## config.mk

```make
export PLATFORM = sky130hd
export DESIGN_NAME = uart_coord_deframer
export DESIGN_NICKNAME = d
export VERILOG_FILES = /design/src/rtl/uart_frame_pkg.sv /design/src/rtl/frame_gap_timer.sv /design/src/rtl/uart_coord_deframer.sv
export SDC_FILE = /design/constraint.sdc
export NUM_CORES = 1
export LEC_CHECK = 0
export ABC_AREA = 1
export BUFFER_PORTS_ARGS = -buffer_cell sky130_fd_sc_hd__buf_2
export CELL_PAD_IN_SITES_DETAIL_PLACEMENT = 0
export CELL_PAD_IN_SITES_GLOBAL_PLACEMENT = 1
export CORE_UTILIZATION = 37
export CTS_BUF_LIST = sky130_fd_sc_hd__clkbuf_2 sky130_fd_sc_hd__clkbuf_4 sky130_fd_sc_hd__clkbuf_8
export DETAILED_ROUTE_END_ITERATION = 16
export PLACE_DENSITY = 0.75
export SYNTH_ARGS = -nofsm -noshare
export SYNTH_HDL_FRONTEND = slang
export SYNTH_SLANG_ARGS = --single-unit
```

## constraint.sdc

```tcl
create_clock -name clk_in -period 4.15 [get_ports clk_in]
set_input_delay 0.415 -clock clk_in [delete_from_list [all_inputs] [get_ports clk_in]]
set_output_delay 0.415 -clock clk_in [all_outputs]
set_load 0.05 [all_outputs]
```

## src/rtl/uart_frame_pkg.sv

```systemverilog
// Shared types and helpers for the UART coordinate deframer.
package uart_frame_pkg;

    typedef enum logic [1:0] {
        StHunt,
        StPayload,
        StCheck,
        StCommit
    } deframe_state_t;

    localparam logic [7:0] DEFAULT_SYNC_BYTE = 8'hFF;

    function automatic int unsigned payload_bytes(input int unsigned nch, input int unsigned w);
        return (nch * w + 7) / 8;
    endfunction

endpackage

```

## src/rtl/frame_gap_timer.sv

```systemverilog
// Idle-cycle counter for in-frame gaps; emits a 1-cycle pulse when the gap reaches TIMEOUT_CYC.
module frame_gap_timer #(
    parameter int unsigned TIMEOUT_CYC = 65000
) (
    input  logic clk_i,
    input  logic rst_ni,
    input  logic enable_i,
    input  logic clear_i,
    output logic expired_o
);

    localparam int unsigned CntW = $clog2(TIMEOUT_CYC + 1);

    logic [CntW-1:0] cnt_q, cnt_d;

    assign expired_o = enable_i && (cnt_q == CntW'(TIMEOUT_CYC));

    always_comb begin
        cnt_d = cnt_q + 1'b1;
        if (!enable_i || clear_i || expired_o) begin
            cnt_d = '0;
        end
    end

    always_ff @(posedge clk_i or negedge rst_ni) begin
        if (!rst_ni) begin
            cnt_q <= '0;
        end else begin
            cnt_q <= cnt_d;
        end
    end

endmodule

```

## src/rtl/uart_coord_deframer.sv

```systemverilog
// Deframes sync-headed, XOR-checked coordinate packets from a UART byte stream.
module uart_coord_deframer
    import uart_frame_pkg::*;
#(
    parameter int unsigned NUM_CH      = 2,
    parameter int unsigned CH_WIDTH    = 12,
    parameter logic [7:0]  SYNC_BYTE   = DEFAULT_SYNC_BYTE,
    parameter int unsigned SYNC_LEN    = 2,
    parameter int unsigned TIMEOUT_CYC = 65000,
    parameter bit          CHECKSUM_EN = 1'b1
) (
    input  logic                       clk_in,
    input  logic                       rst_in_n,
    input  logic [7:0]                 byte_in,
    input  logic                       byte_valid_in,
    output logic [NUM_CH*CH_WIDTH-1:0] coords_out,
    output logic                       valid_out,
    output logic                       frame_err_out,
    output logic                       timeout_out,
    output logic [7:0]                 err_count_out,
    output logic [15:0]                frame_count_out
);

    localparam int unsigned PayloadBytes = payload_bytes(NUM_CH, CH_WIDTH);
    localparam int unsigned CoordW       = NUM_CH * CH_WIDTH;
    localparam int unsigned ShW          = PayloadBytes * 8;
    localparam int unsigned IdxW         = $clog2(PayloadBytes + 1);

    deframe_state_t    state_q;
    logic [2:0]        sync_cnt_q;
    logic [IdxW-1:0]   idx_q;
    logic [7:0]        xor_q;
    logic [ShW-1:0]    shreg_q;
    logic [CoordW-1:0] coords_q;
    logic              valid_q;
    logic              frame_err_q;
    logic              timeout_q;
    logic [7:0]        err_count_q;
    logic [15:0]       frame_count_q;

    logic       gap_expired;
    logic       in_frame;
    logic       hunting;
    logic [2:0] sync_base;
    logic [7:0] err_inc;

    assign in_frame = (state_q == StPayload) || (state_q == StCheck);

    frame_gap_timer #(
        .TIMEOUT_CYC(TIMEOUT_CYC)
    ) u_gap_timer (
        .clk_i    (clk_in),
        .rst_ni   (rst_in_n),
        .enable_i (in_frame),
        .clear_i  (byte_valid_in),
        .expired_o(gap_expired)
    );

    // A timeout drops back to hunting in the same cycle, so a coincident strobe is
    // evaluated against a fresh (zero) sync count.
    always_comb begin
        hunting   = (state_q == StHunt) || gap_expired;
        sync_base = gap_expired ? 3'd0 : sync_cnt_q;
        err_inc   = (err_count_q == 8'hFF) ? err_count_q : err_count_q + 8'd1;
    end

    always_ff @(posedge clk_in or negedge rst_in_n) begin
        if (!rst_in_n) begin
            state_q       <= StHunt;
            sync_cnt_q    <= '0;
            idx_q         <= '0;
            xor_q         <= '0;
            shreg_q       <= '0;
            coords_q      <= '0;
            valid_q       <= 1'b0;
            frame_err_q   <= 1'b0;
            timeout_q     <= 1'b0;
            err_count_q   <= '0;
            frame_count_q <= '0;
        end else begin
            valid_q     <= 1'b0;
            frame_err_q <= 1'b0;
            timeout_q   <= 1'b0;
            if (hunting) begin
                if (gap_expired) begin
                    timeout_q   <= 1'b1;
                    err_count_q <= err_inc;
                    state_q     <= StHunt;
                    sync_cnt_q  <= '0;
                end
                if (byte_valid_in) begin
                    if (byte_in == SYNC_BYTE) begin
                        if (sync_base == 3'(SYNC_LEN - 1)) begin
                            state_q    <= StPayload;
                            sync_cnt_q <= '0;
                            idx_q      <= '0;
                            xor_q      <= '0;
                        end else begin
                            sync_cnt_q <= sync_base + 3'd1;
                        end
                    end else begin
                        sync_cnt_q <= '0;
                    end
                end
            end else begin
                case (state_q)
                    StPayload: begin
                        if (byte_valid_in) begin
                            shreg_q <= ShW'({shreg_q, byte_in});
                            xor_q   <= xor_q ^ byte_in;
                            idx_q   <= idx_q + 1'b1;
                            if (idx_q == IdxW'(PayloadBytes - 1)) begin
                                state_q <= CHECKSUM_EN ? StCheck : StCommit;
                            end
                        end
                    end
                    StCheck: begin
                        if (byte_valid_in) begin
                            if (byte_in == xor_q) begin
                                state_q <= StCommit;
                            end else begin
                                frame_err_q <= 1'b1;
                                err_count_q <= err_inc;
                                state_q     <= StHunt;
                            end
                        end
                    end
                    StCommit: begin
                        // Pad bits sit in the LSBs of the last byte and are dropped here.
                        coords_q      <= shreg_q[ShW-1 -: CoordW];
                        valid_q       <= 1'b1;
                        frame_count_q <= frame_count_q + 16'd1;
                        state_q       <= StHunt;
                    end
                    default: state_q <= StHunt;
                endcase
            end
        end
    end

    assign coords_out      = coords_q;
    assign valid_out       = valid_q;
    assign frame_err_out   = frame_err_q;
    assign timeout_out     = timeout_q;
    assign err_count_out   = err_count_q;
    assign frame_count_out = frame_count_q;

endmodule
```

# [Word-level counts from Yosys, hierarchy flattened]
# Cells that the tools add are included.
[word_totals] reg_bits=106 inputBits=11 word_cells=93
[op_classes] addsub=5 eq_ne=18 muxes=41 bitwise_logic=2 n_reduce_logical=15
[op_table] cell="$mux W8" n=12
[op_table] cell="$add A16 B1 Y16 const B" n=2
[op_table] cell="$mux W2" n=15
[op_table] cell="$eq A16 B16 Y1 const B" n=1
[op_table] cell="$eq A8 B8 Y1 const B" n=2
[op_table] cell="$mux W16" n=1
[op_table] cell="$mux W3" n=4
[op_table] cell="$add A8 B1 Y8 const B" n=1
[op_table] cell="$eq A8 B8 Y1" n=1
[op_table] cell="$mux W1" n=8
[op_table] cell="$ne A2 B2 Y1 const B" n=4
[op_table] cell="$xor A8 B8 Y8" n=1
[op_table] cell="$eq A2 B2 Y1 const B" n=3
[op_table] cell="$ne A3 B3 Y1 const B" n=2
[op_table] cell="$reduce_and A3 Y1" n=2
[op_table] cell="$reduce_bool A2 Y1" n=3
[op_table] cell="$reduce_and A5 Y1" n=1
[op_table] cell="$logic_or A1 B1 Y1" n=4
[op_table] cell="$ne A2 B1 Y1 const B" n=2
[op_table] cell="$pmux W2 S2" n=1
[op_table] cell="$reduce_and A4 Y1" n=1
[op_table] cell="$add A3 B1 Y3 const B" n=1
[op_table] cell="$eq A3 B1 Y1 const B" n=1
[op_table] cell="$ne A3 B2 Y1 const B" n=1
[op_table] cell="7 further kinds" n=7

# [Longest topological paths before layout]
# Gate-level depths: netlist (run 1).
[depth] ltp_word=9 mapped_depth=14 mapped_depth_nobuf=14

# [Hierarchy]
# From an unflattened synthesis (run 1), not the netlist that was laid out.
[hier_totals] hier_cells=600 area_unflattened_um2=5192.5
[modules_own_cells] module="uart_coord_deframer" n_inst=1 cells_per_inst=470 area_each_um2=4250.3
[modules_own_cells] module="frame_gap_timer" n_inst=1 cells_per_inst=130 area_each_um2=942.2

# [Least setup slack after synthesis (run 1)]
# No wires, ideal clock.
[synth_timing] path_kind="register -> register" start="register frame_count_q[0], in the netlist frame_count_out[0]" end="register frame_count_q[14], in the netlist frame_count_out[14]" setup_ps=141 arrival_ps=1843 required_ps=4009 slack_ps=2166 path_stages_with_launch=10 path_buffers=0 period_less_slack_ps=1984 cell_sequence="dfrtp_1 ha_1 nand3_1 nor2_1 nand3_1 nor2_1 nand2_1 nor2_1 nand2_1 xnor2_1"
[synth_via] elab_chain_cells=1
[synth_lines] element="start: declaration" line_no="uart_coord_deframer.sv:39" rtl="logic [15:0] frame_count_q;"
[synth_lines] element="start signal: assignment" line_no="uart_coord_deframer.sv:132" rtl="frame_count_q <= frame_count_q + 16'd1;"
[synth_lines] element="$add A16 B1 Y16" line_no="uart_coord_deframer.sv:132"
# Every way passes these cells.
# A chain may end at the register's enable or synchronous reset.

# [Worst setup path in the final report (run 1)]
[layout_timing] start="register state_q[0]" end="register xor_q[4]"
[layout_via] elab_chain_cells=7
[layout_lines] element="start: declaration" line_no="uart_coord_deframer.sv:29" rtl="deframe_state_t state_q;"
[layout_lines] element="start signal: assignment" line_no="uart_coord_deframer.sv:69" rtl="state_q <= StHunt;"
[layout_lines] element="start signal: assignment" line_no="uart_coord_deframer.sv:88" rtl="state_q <= StHunt;"
[layout_lines] element="start signal: assignment" line_no="uart_coord_deframer.sv:94" rtl="state_q <= StPayload;"
[layout_lines] element="$eq A2 B1 Y1 or $eq A2 B2 Y1 (tied branches)" line_no="uart_coord_deframer.sv:47, uart_coord_deframer.sv:106"
[layout_lines] element="$logic_or A1 B1 Y1" line_no="uart_coord_deframer.sv:47" rtl="assign in_frame = (state_q == StPayload) || (state_q == StCheck);"
[layout_lines] element="$logic_and A1 B1 Y1" line_no="frame_gap_timer.sv:16" rtl="assign expired_o = enable_i && (cnt_q == CntW'(TIMEOUT_CYC));"
[layout_lines] element="$mux W3"
[layout_lines] element="$eq A3 B1 Y1" line_no="uart_coord_deframer.sv:93" rtl="if (sync_base == 3'(SYNC_LEN - 1)) begin"
[layout_lines] element="$ne A2 B1 Y1 (no source line)"
[layout_lines] element="$reduce_and A5 Y1 (no source line)"
[layout_lines] element="end signal: assignment" line_no="uart_coord_deframer.sv:110" rtl="xor_q <= xor_q ^ byte_in;"
[layout_lines] element="end: declaration" line_no="uart_coord_deframer.sv:32" rtl="logic [7:0] xor_q;"
# Parallel ways exist; a longest one is shown, timed or not.

==> impl_metrics.toml, run 1 <==
[floorplanning]
die_x_um = 118
dieArea_mm2 = 0.0140
core_ar_mm2 = 0.0132
floorplan.die.height_um = 118
top_level_ports = 62
initial_core_util_pct = 37.8
fp-row-count = 42

[clock_network]
tritoncts = "yes"
clock-sinks = 106
cts_htree_levels = 3
cts.clk_slew.worst_paths_ns = 0.10
cts.path.max_buffers = 2
cts_root_buf = "clkbuf_8"
post-cts-setup-buffer-count = 0
cts-hold-fix-buffers = 0
ctsResizeCount = 0
cts-buffers-inserted = 9
clock_insertion_delay_worst_skew_ns = 0.38

[detailed_routing]
detailedRoute.firstIterationViolations = 228
drt_first_pass_iters = 5
totalWireLength_um = 9700
wire_per_inst_um = 12.0
viasPerCell = 4.55
route.vias.total = 3685
drcViolationCount = 0
ant_nets = 0

[layout]
layout.filler_cells = 1345
final_util_pct = 43.0
antenna_cells_inserted = 0
layout-area-overhead-vs-synth_pct = 13.6
final_net_count = 649
layout-drive-gt1-share_pct = 19.4
layout_commonest_cell = "nand2_1"
most-common-layout-cells = "nand2_1, dfrtp_1, inv_1"

[power_and_ir_drop]
powerDensity_mw_per_mm2 = 318
total_power_mw = 1.80
p_leak_nw = 3.03
power.ir.vdd_worst_mv = 0.126

[synth]
number_of_distinct_library_cell_variants_in_the_gate_level_netlist_after_synthesis = 32
postSynthRegisterBits = 106
seq_area_frac_synth_pct = 53.1
share_of_synthesized_cell_area_in_full_adder_half_adder_and_majority_cells_pct = 2.26
synth_top_family_by_area = "simple AND/OR/NAND/NOR gates"
synth.mux.area_fraction_pct = 0
synth-simple-area-share_pct = 24.4
synth_cells = 568
netlist_area_mm2 = 0.00499
ys_warns = 0
mapped_nets = 588
synthXorXnorAreaFrac_pct = 5.61
synth_compound_gate_area_share_pct = 7.69
syn-mean-instance-area_um2 = 8.79

[critical_path]
start_kind = "register"
worstSetupEndpointType = "register"
r2r_worst_path_depth = 12
max_stage_delay_ns = 0.55
slowest_stage = "nand3_4"
timing_worst_setup_path_type = "reg2reg"
reg2reg_to = "xor_q[4]$_DFFE_PN0P_"
endpoint_arrival_time_on_the_critical_path_ns = 2.68
regToRegStartpoint = "state_q[0]$_DFFE_PN0P_"
worstPathMaxFanout = 68
critical_path_required_ns = 4.40
rrSetupSlack_ns = 1.71
worstPathCellList = "inv_1 -> ha_1 -> nand2_1 -> inv_1 -> nand2_1 -> nor2_4 -> nand2_4 -> nand2_4 -> inv_4 -> nand3_4 -> nand3_1 -> o21ai_1"

[global_route]
grt.met1_usage_pct = 21.4
grt_overflow_total = 0
grt_first_pass_wirelength_um = 17400
global_route.usage.total_pct = 15.4
use_met2_pct = 23.5
first_global_vias = 3616
use_met3_pct = 2.65
grt_max_degree = 69
antenna_found_initial = 0
globalRoute.busiestLayer = "met2"

[placement]
place.gp.congestion = 0.818
buffer_ports.inserted = 61
dpl_worst_slack_ns = 1.72
dp_hpwl_um = 6700

[timing]
timing.final.hold_violations = 0
max_slew_margin_pct = 44.3
final-max-slew-violation-count = 0
unrepaired_setup_endpoints_after_global_routing = "no"
max_freq_mhz = 410
tightest_slew_ns = 0.836
setup_violations = 0
final_period_minus_worst_setup_slack_ns = 2.44
setup_tns_ns = 0
final.period_utilization_pct = 58.8
finClkSkew_ns = 0.00718
layout_setup_ws_ns = 1.71
worst_hold_slack_ns = 0.0815

[status]
run_status = "complete, no violations"

[min_path]
timing.hold.worst.class = "in2async"

[run]
cap_viol_max_count = 0
logic make-up (layout without fill, tap and decap cells):
logic type	count (synthesis)	in the layout
AND/OR/NAND/NOR	276	276
flip-flops	106	106
buffers and inverters	82	148
AO/OA/AOI/OAI	63	63
XOR/XNOR	32	32
adder cells (fa/ha/maj)	9	9
sequential cells by signal (all words and copies together), names as in the netlist:
register / flops
coords_out: 24
shreg_q: 24
frame_count_out: 16
u_gap_timer.cnt_q: 16
err_count_out: 8
xor_q: 8
sync_cnt_q: 3
idx_q: 2
state_q: 2
frame_err_out: 1
timeout_out: 1
valid_out: 1
synth_stat cells, drive strengths merged:
cell	count	area share [%]
buf	9	1.4
dfrtp	106	53
clkbuf	5	0.38
o21a	1	0.15
o22ai	1	0.13
ha	9	2.3
inv	68	5.2
nor2	50	4.5
o21ai	44	5.1
nand3	36	3.9
nand2	172	14
xor2	20	3.5
nand4	7	0.88
xnor2	12	2.1
a21oi	16	2.2
a31oi	1	0.13
and3	1	0.13
nor4	1	0.13
nor3	9	1.2
routing by layer:
layer | up-vias | routed length, um
li1 | 1896 | -
met1 | 1713 | 4850
met2 | 65 | 4350
met3 | 11 | 330
met4 | 0 | 169
met5 | - | 0
report_power, final:
part	switching [mW]	total, mW	leakage, nW	internal [mW]
combinational	0.0481	0.0659	1.49	0.0178
sequential	0.00594	1.04	1.43	1.04
clock	0.369	0.695	0.109	0.326
total	0.423	1.80	3.03	1.38
worst max path at each step:
stage	from	endpoint	slack, ns	depth (start not counted)
after CTS	state_q[0]$_DFFE_PN0P_	xor_q[4]$_DFFE_PN0P_	1.70	12
after global routing	state_q[0]$_DFFE_PN0P_	xor_q[3]$_DFFE_PN0P_	1.43	12
after floorplan	frame_count_out[0]$_DFFE_PN0P_	frame_count_out[14]$_DFFE_PN0P_	2.17	9
final	state_q[0]$_DFFE_PN0P_	xor_q[4]$_DFFE_PN0P_	1.71	12
after detailed placement	state_q[0]$_DFFE_PN0P_	xor_q[4]$_DFFE_PN0P_	1.72	12
after global placement	state_q[0]$_DFFE_PN0P_	xor_q[3]$_DFFE_PN0P_	1.81	12
metrics by stage:
stage	std cells	instance area, um2
2_1_floorplan	568	4990
3_3_place_gp	794	5450
3_5_place_dp	794	5450
4_1_cts	810	5670
5_1_grt	810	5670
6_report	810	5670
critical path, delay by kind of cell, from the launching register on:
family | cells | cell delay, ns
buffers and inverters | 3 | 0.20
DFF | 1 | 0.41
adders and majority gates | 1 | 0.31
AOI/OAI and AO/OA | 1 | 0.09
and+or+nand+nor | 7 | 1.28
layout make-up:
type / count / area [um2] / share of cell area (%)
Clock buffer: 12 / 159 / 2.80
Clock inverter: 4 / 57.6 / 1.02
Multi-Input combinational cell: 380 / 1990 / 35.2
Sequential cell: 106 / 2650 / 46.8
Inverter: 68 / 258 / 4.55
Timing Repair Buffer: 64 / 330 / 5.83
Tap cell: 176 / 220 / 3.88
No activity file was read; power rests on OpenSTA's default activity.
==> run 2, diff against run 1 <==
==> constraint.sdc (replaced) <==
create_clock -name clk_in -period 2.35 [get_ports clk_in]
set_input_delay 0.235 -clock clk_in [delete_from_list [all_inputs] [get_ports clk_in]]
set_output_delay 0.235 -clock clk_in [all_outputs]
set_load 0.05 [all_outputs]
==> impl_metrics.toml, run 2 (same netlist as run 1, synthesis figures left out) <==
[timing]
tightest_slew_ns = 0.481
unrepaired_setup_endpoints_after_global_routing = "no"
max_slew_margin_pct = 68.0
max_freq_mhz = 470
finClkSkew_ns = 0.0112
layout_setup_ws_ns = 0.223
final.period_utilization_pct = 90.5
setup_tns_ns = 0
final_period_minus_worst_setup_slack_ns = 2.13
timing.final.hold_violations = 0
final-max-slew-violation-count = 0
setup_violations = 0

[detailed_routing]
totalWireLength_um = 9620
ant_nets = 0
route.vias.total = 3756
drcViolationCount = 0
detailedRoute.firstIterationViolations = 212
wire_per_inst_um = 11.8
viasPerCell = 4.60
drt_first_pass_iters = 4

[layout]
layout-area-overhead-vs-synth_pct = 15.1
combined_area_of_the_multi_input_logic_cells_mm2 = 0.00200
sequential_cell_area_mm2 = 0.00265
most-common-layout-cells = "nand2_1, dfrtp_1, inv_1"
antenna_cells_inserted = 0
layout.filler_cells = 1322
layout-drive-gt1-share_pct = 20.2
layout_commonest_cell = "nand2_1"
final_net_count = 656

[power_and_ir_drop]
p_leak_nw = 3.07
powerDensity_mw_per_mm2 = 539
total_power_mw = 3.10
power.ir.vdd_worst_mv = 0.236

[global_route]
first_global_vias = 3544
grt_overflow_total = 0
grt_max_degree = 39
grt_first_pass_wirelength_um = 16900
antenna_found_initial = 0
global_route.usage.total_pct = 15.0

[critical_path]
endpoint_arrival_time_on_the_critical_path_ns = 2.40
critical_path_required_ns = 2.62
rrSetupSlack_ns = 0.22
timing_worst_setup_path_type = "reg2reg"
worstPathCellList = "inv_1 -> ha_1 -> nand2_1 -> inv_1 -> nand2_1 -> nor2_4 -> nand2_4 -> nand2_4 -> inv_4 -> nand3_4 -> buf_12 -> nor2_1 -> a21oi_2"
r2r_worst_path_depth = 13
cp_num_buf_inv = 4
regToRegStartpoint = "state_q[0]$_DFFE_PN0P_"
start_kind = "register"
slowest_stage = "dfrtp_1"
reg2reg_to = "shreg_q[8]$_DFFE_PN0P_"
crit_family = "simple AND/OR/NAND/NOR gates"
worstSetupEndpointType = "register"
max_stage_delay_ns = 0.41
worstPathMaxFanout = 28

[min_path]
hold_depth = 3
timing.hold.worst.class = "in2reg"
worstHoldStart = "byte_in[3]"
hold-path-endpoint = "shreg_q[3]$_DFFE_PN0P_"

[floorplanning]
top_level_ports = 62
floorplan.die.height_um = 118
fp-row-count = 42
die_x_um = 118
dieArea_mm2 = 0.0140
initial_core_util_pct = 37.8
core_ar_mm2 = 0.0132

[clock_network]
clock-sinks = 106
cts_root_buf = "clkbuf_8"
tritoncts = "yes"
cts-buffers-inserted = 9
clock_insertion_delay_worst_skew_ns = 0.37
post-cts-setup-buffer-count = 0
cts.clk_slew.worst_paths_ns = 0.10
cts_htree_levels = 3
cts.path.max_buffers = 2

[placement]
dp_hpwl_um = 6880
dpl_worst_slack_ns = 0.237
place.gp.congestion = 0.846
buffer_ports.inserted = 61

[run]
cap_viol_max_count = 0

[status]
run_status = "complete, no violations"
==> run 2: changes by cell type in the layout (fill, tap and decap cells not counted), sizes merged <==
| cell | before | now |
|---|---|---|
| clkinv | 0 | 2 |
| clkbuf | 12 | 10 |
| buf | 64 | 70 |
| inv | 70 | 69 |
| dlygate4sd3 | 0 | 1 |
==> run 2: cell type report <==
class	count	area share (%)
multi-input cells	380	34.7
clock buffers	10	2.29
flip-flops and latches	106	46.2
inverters	68	4.49
repair buffers	71	7.36
well taps	176	3.83
clock inverters	5	1.11
==> run 2: power by group <==
group          leakage (nW)  switching [mW]  internal [mW]
Clock                0.0964           0.625          0.507
Combinational          1.54          0.0864         0.0362
Sequential             1.43         0.00997           1.83
Total                  3.07           0.721           2.37
==> run 2: timing repair <==
action	CTS	global route
gates resized for setup	0	1
hold buffers	1	0
hold endpoints to repair	35	0
endpoints found under the setup margin	0	3
==> run 2: worst max path at each step <==
stage	from	to	slack, ns	cells past startpoint
after floorplan	frame_count_out[0]$_DFFE_PN0P_	frame_count_out[14]$_DFFE_PN0P_	0.37	9
after global placement	state_q[0]$_DFFE_PN0P_	shreg_q[9]$_DFFE_PN0P_	0.33	13
after detailed placement	state_q[0]$_DFFE_PN0P_	xor_q[1]$_DFFE_PN0P_	0.24	13
after CTS	state_q[0]$_DFFE_PN0P_	shreg_q[8]$_DFFE_PN0P_	0.23	13
after global routing	state_q[0]$_DFFE_PN0P_	shreg_q[15]$_DFFE_PN0P_	0.03	13
final	state_q[0]$_DFFE_PN0P_	shreg_q[8]$_DFFE_PN0P_	0.22	13
==> run 2: per-stage QoR <==
step | hold slack (ns) | area, um2 | utilization, % | std cells
after floorplan | -0.0606 | 4990 | - | 568
after global placement | 0.235 | 5540 | 42.0 | 800
after detailed placement | 0.234 | 5540 | 42.0 | 800
after CTS | 0.110 | 5740 | 43.5 | 816
after global routing | 0.129 | 5740 | 43.5 | 816
final | 0.129 | 5740 | 43.5 | 816
==> run 2: routing by layer <==
layer	up-vias	routed length, um	track usage (%)
met3	12	324	2.65
met4	0	172	6.73
met2	62	4260	22.6
li1	1911	-	-
met5	-	0	0
met1	1771	4860	20.9
==> run 2: worst reg2reg max path: stages, from the launching register on <==
cell,delay [ns]
dfrtp_1,0.41
inv_1,0.08
ha_1,0.31
nand2_1,0.08
inv_1,0.04
nand2_1,0.11
nor2_4,0.06
nand2_4,0.11
nand2_4,0.10
inv_4,0.10
nand3_4,0.21
buf_12,0.26
nor2_1,0.13
a21oi_2,0.04
==> run 3, diff against run 2 <==
--- a/config.mk
+++ b/config.mk
@@ -15,4 +15,5 @@
 export PLACE_DENSITY = 0.75
 export SYNTH_ARGS = -nofsm -noshare
 export SYNTH_HDL_FRONTEND = slang
+export SYNTH_HIERARCHICAL = 1
 export SYNTH_SLANG_ARGS = --single-unit
==> impl_metrics.toml, run 3 <==
[detailed_routing]
route.vias.total = 4012
wire_per_inst_um = 12.9
drcViolationCount = 0
viasPerCell = 4.71
totalWireLength_um = 11000
ant_nets = 0
detailedRoute.firstIterationViolations = 264
drt_first_pass_iters = 4

[clock_network]
cts.path.max_buffers = 2
clock-sinks = 106
cts_root_buf = "clkbuf_8"
cts_htree_levels = 3
cts.clk_slew.worst_paths_ns = 0.11
tritoncts = "yes"
cts-buffers-inserted = 9
clock_insertion_delay_worst_skew_ns = 0.39

[layout]
layout-drive-gt1-share_pct = 20.6
layout_commonest_cell = "nand2_1"
final_util_pct = 44.4
combined_area_of_the_multi_input_logic_cells_mm2 = 0.00218
final_net_count = 690
layout-area-overhead-vs-synth_pct = 15.0
final_design_area_no_fill_mm2 = 0.00597
most-common-layout-cells = "nand2_1, dfrtp_1, inv_1"
sequential_cell_area_mm2 = 0.00265
instances_no_fill = 851
antenna_cells_inserted = 0
layout.filler_cells = 1367

[floorplanning]
floorplan.die.height_um = 120
dieArea_mm2 = 0.0145
initial_core_util_pct = 38.6
top_level_ports = 62
die_x_um = 120
core_ar_mm2 = 0.0135
fp-row-count = 42

[global_route]
globalRoute.busiestLayer = "met2"
global_route.usage.total_pct = 16.3
grt_first_pass_wirelength_um = 18500
use_met2_pct = 26.5
antenna_found_initial = 0
grt_max_degree = 53
first_global_vias = 3789
grt_overflow_total = 0
use_met3_pct = 4.72
grt.met1_usage_pct = 21.3

[synth]
synthTopCellsByCount = "nand2_1, dfrtp_1, inv_1"
synthDominantCellAreaShare_pct = 51.1
synth.most_common_cell = "nand2_1"
mapped_nets = 620
seq_area_frac_synth_pct = 51.1
ys_warns = 6
number_of_distinct_library_cell_variants_in_the_gate_level_netlist_after_synthesis = 37
synth.largest_area_cell = "dfrtp_1"
postSynthRegisterBits = 106
netlist_area_mm2 = 0.00519
synth_cells = 600
synth.top_cells.by_area = "dfrtp_1, nand2_1, inv_1"
async_reset_ff_share_pct = 100
synth_edf_count = 0
syn-mean-instance-area_um2 = 8.65
synth_ff_type = "dfrtp_1"

[critical_path]
critical_path_required_ns = 2.61
worstSetupEndpointType = "register"
start_kind = "register"
cp_num_cells = 11
worstPathCellList = "inv_1 -> ha_1 -> nand2_1 -> inv_1 -> nand2_1 -> nor3_2 -> buf_4 -> nor2_1 -> inv_2 -> nor2_2 -> o21ai_0"
r2r_worst_path_depth = 11
cp_num_buf_inv = 4
timing_worst_setup_path_type = "reg2reg"
worstPathMaxFanout = 11
endpoint_arrival_time_on_the_critical_path_ns = 2.44
slowest_stage = "dfrtp_1"
max_stage_delay_ns = 0.42
crit_family = "simple AND/OR/NAND/NOR gates"

[placement]
buffer_ports.inserted = 61
placed_area_mm2 = 0.00568
dp_hpwl_um = 7680
place.gp.congestion = 0.815
dpl_worst_slack_ns = -0.0894
placedCellCount = 828

[run]
cap_viol_max_count = 0

[timing]
tightest_slew_ns = 0.563
setup_violations = 0
layout_setup_ws_ns = 0.180
final.period_utilization_pct = 92.4
worst_hold_slack_ns = 0.115
setup_tns_ns = 0
max_slew_margin_pct = 62.5
final_period_minus_worst_setup_slack_ns = 2.17
max_freq_mhz = 461
finClkSkew_ns = 0.00992
timing.final.hold_violations = 0
unrepaired_setup_endpoints_after_global_routing = "no"
final-max-slew-violation-count = 0

[status]
run_status = "complete, no violations"

[power_and_ir_drop]
power.ir.vdd_worst_mv = 0.305
p_leak_nw = 2.98
total_power_mw = 3.16
powerDensity_mw_per_mm2 = 530

[min_path]
hold_depth = 3
timing.hold.worst.class = "in2reg"
run 3: cell types whose count changed in the layout (fill, tap and decap cells not counted), moves of 7 or more:
cell	before	now
a21oi_2	8	0
inv_1	62	71
nand3_1	35	28
nand3_2	0	7
o21ai_0	24	53
o21ai_1	11	2
run 3: final cells by class:
type / count / area share (%)
clock inverter: 7 / 1.49
sequential: 106 / 44.4
inverter: 77 / 5.05
tap: 176 / 3.69
multi-input combinational: 404 / 36.5
clock buffer: 9 / 2.07
timing repair buffer: 72 / 6.79
run 3: cell families (layout without fill, tap and decap cells):
| group | after synthesis | in the layout | synth area share (%) |
|---|---|---|---|
| adder cells (fa/ha/maj) | 9 | 9 | 2.17 |
| flip-flops | 106 | 106 | 51.1 |
| buffers and inverters | 93 | 165 | 7.74 |
| XOR/XNOR | 28 | 28 | 4.72 |
| AND/OR/NAND/NOR | 287 | 290 | 25.7 |
| AO/OA/AOI/OAI | 77 | 77 | 8.63 |
run 3: per-layer routing:
| metal | vias to the layer above | share of wire, % |
|---|---|---|
| met1 | 1902 | 47 |
| met3 | 8 | 4.3 |
| met4 | 0 | 0.94 |
| met5 | - | 0 |
| li1 | 2039 | - |
| met2 | 63 | 48 |
run 3: report_power, final:
part | switching [mW] | leakage (nW) | internal, mW | total (mW)
registers | 0.00384 | 1.37 | 1.83 | 1.83
logic | 0.0830 | 1.51 | 0.0290 | 0.112
clock network | 0.694 | 0.106 | 0.523 | 1.22
run 3: what timing repair did:
action,CTS,global route
endpoints found under the setup margin,12,39
hold endpoints to repair,42,0
hold buffers,1,0
buffers inserted,0,3
pin swaps,1,3
cloned,1,2
gates resized for setup,1,4
run 3: final timing paths:
path / endpoint / start / slack [ns]
max in group asynchronous: u_gap_timer/cnt_q[8]$_DFF_PN0_ / rst_in_n / 1.31
min in group asynchronous: coords_out[20]$_DFFE_PN0P_ / rst_in_n / 0.36
worst min register to register: coords_out[22]$_DFFE_PN0P_ / coords_out[22]$_DFFE_PN0P_ / 0.49
worst max register to register: shreg_q[17]$_DFFE_PN0P_ / state_q[1]$_DFFE_PN0P_ / 0.18
worst min-delay path: shreg_q[2]$_DFFE_PN0P_ / byte_in[2] / 0.12
worst max-delay path: shreg_q[17]$_DFFE_PN0P_ / state_q[1]$_DFFE_PN0P_ / 0.18
run 3: worst reg2reg max path: stages, from the launching register on:
cell	delay, ns
dfrtp_1	0.42
inv_1	0.08
ha_1	0.31
nand2_1	0.08
inv_1	0.04
nand2_1	0.08
nor3_2	0.06
buf_4	0.15
nor2_1	0.16
inv_2	0.15
nor2_2	0.41
o21ai_0	0.14
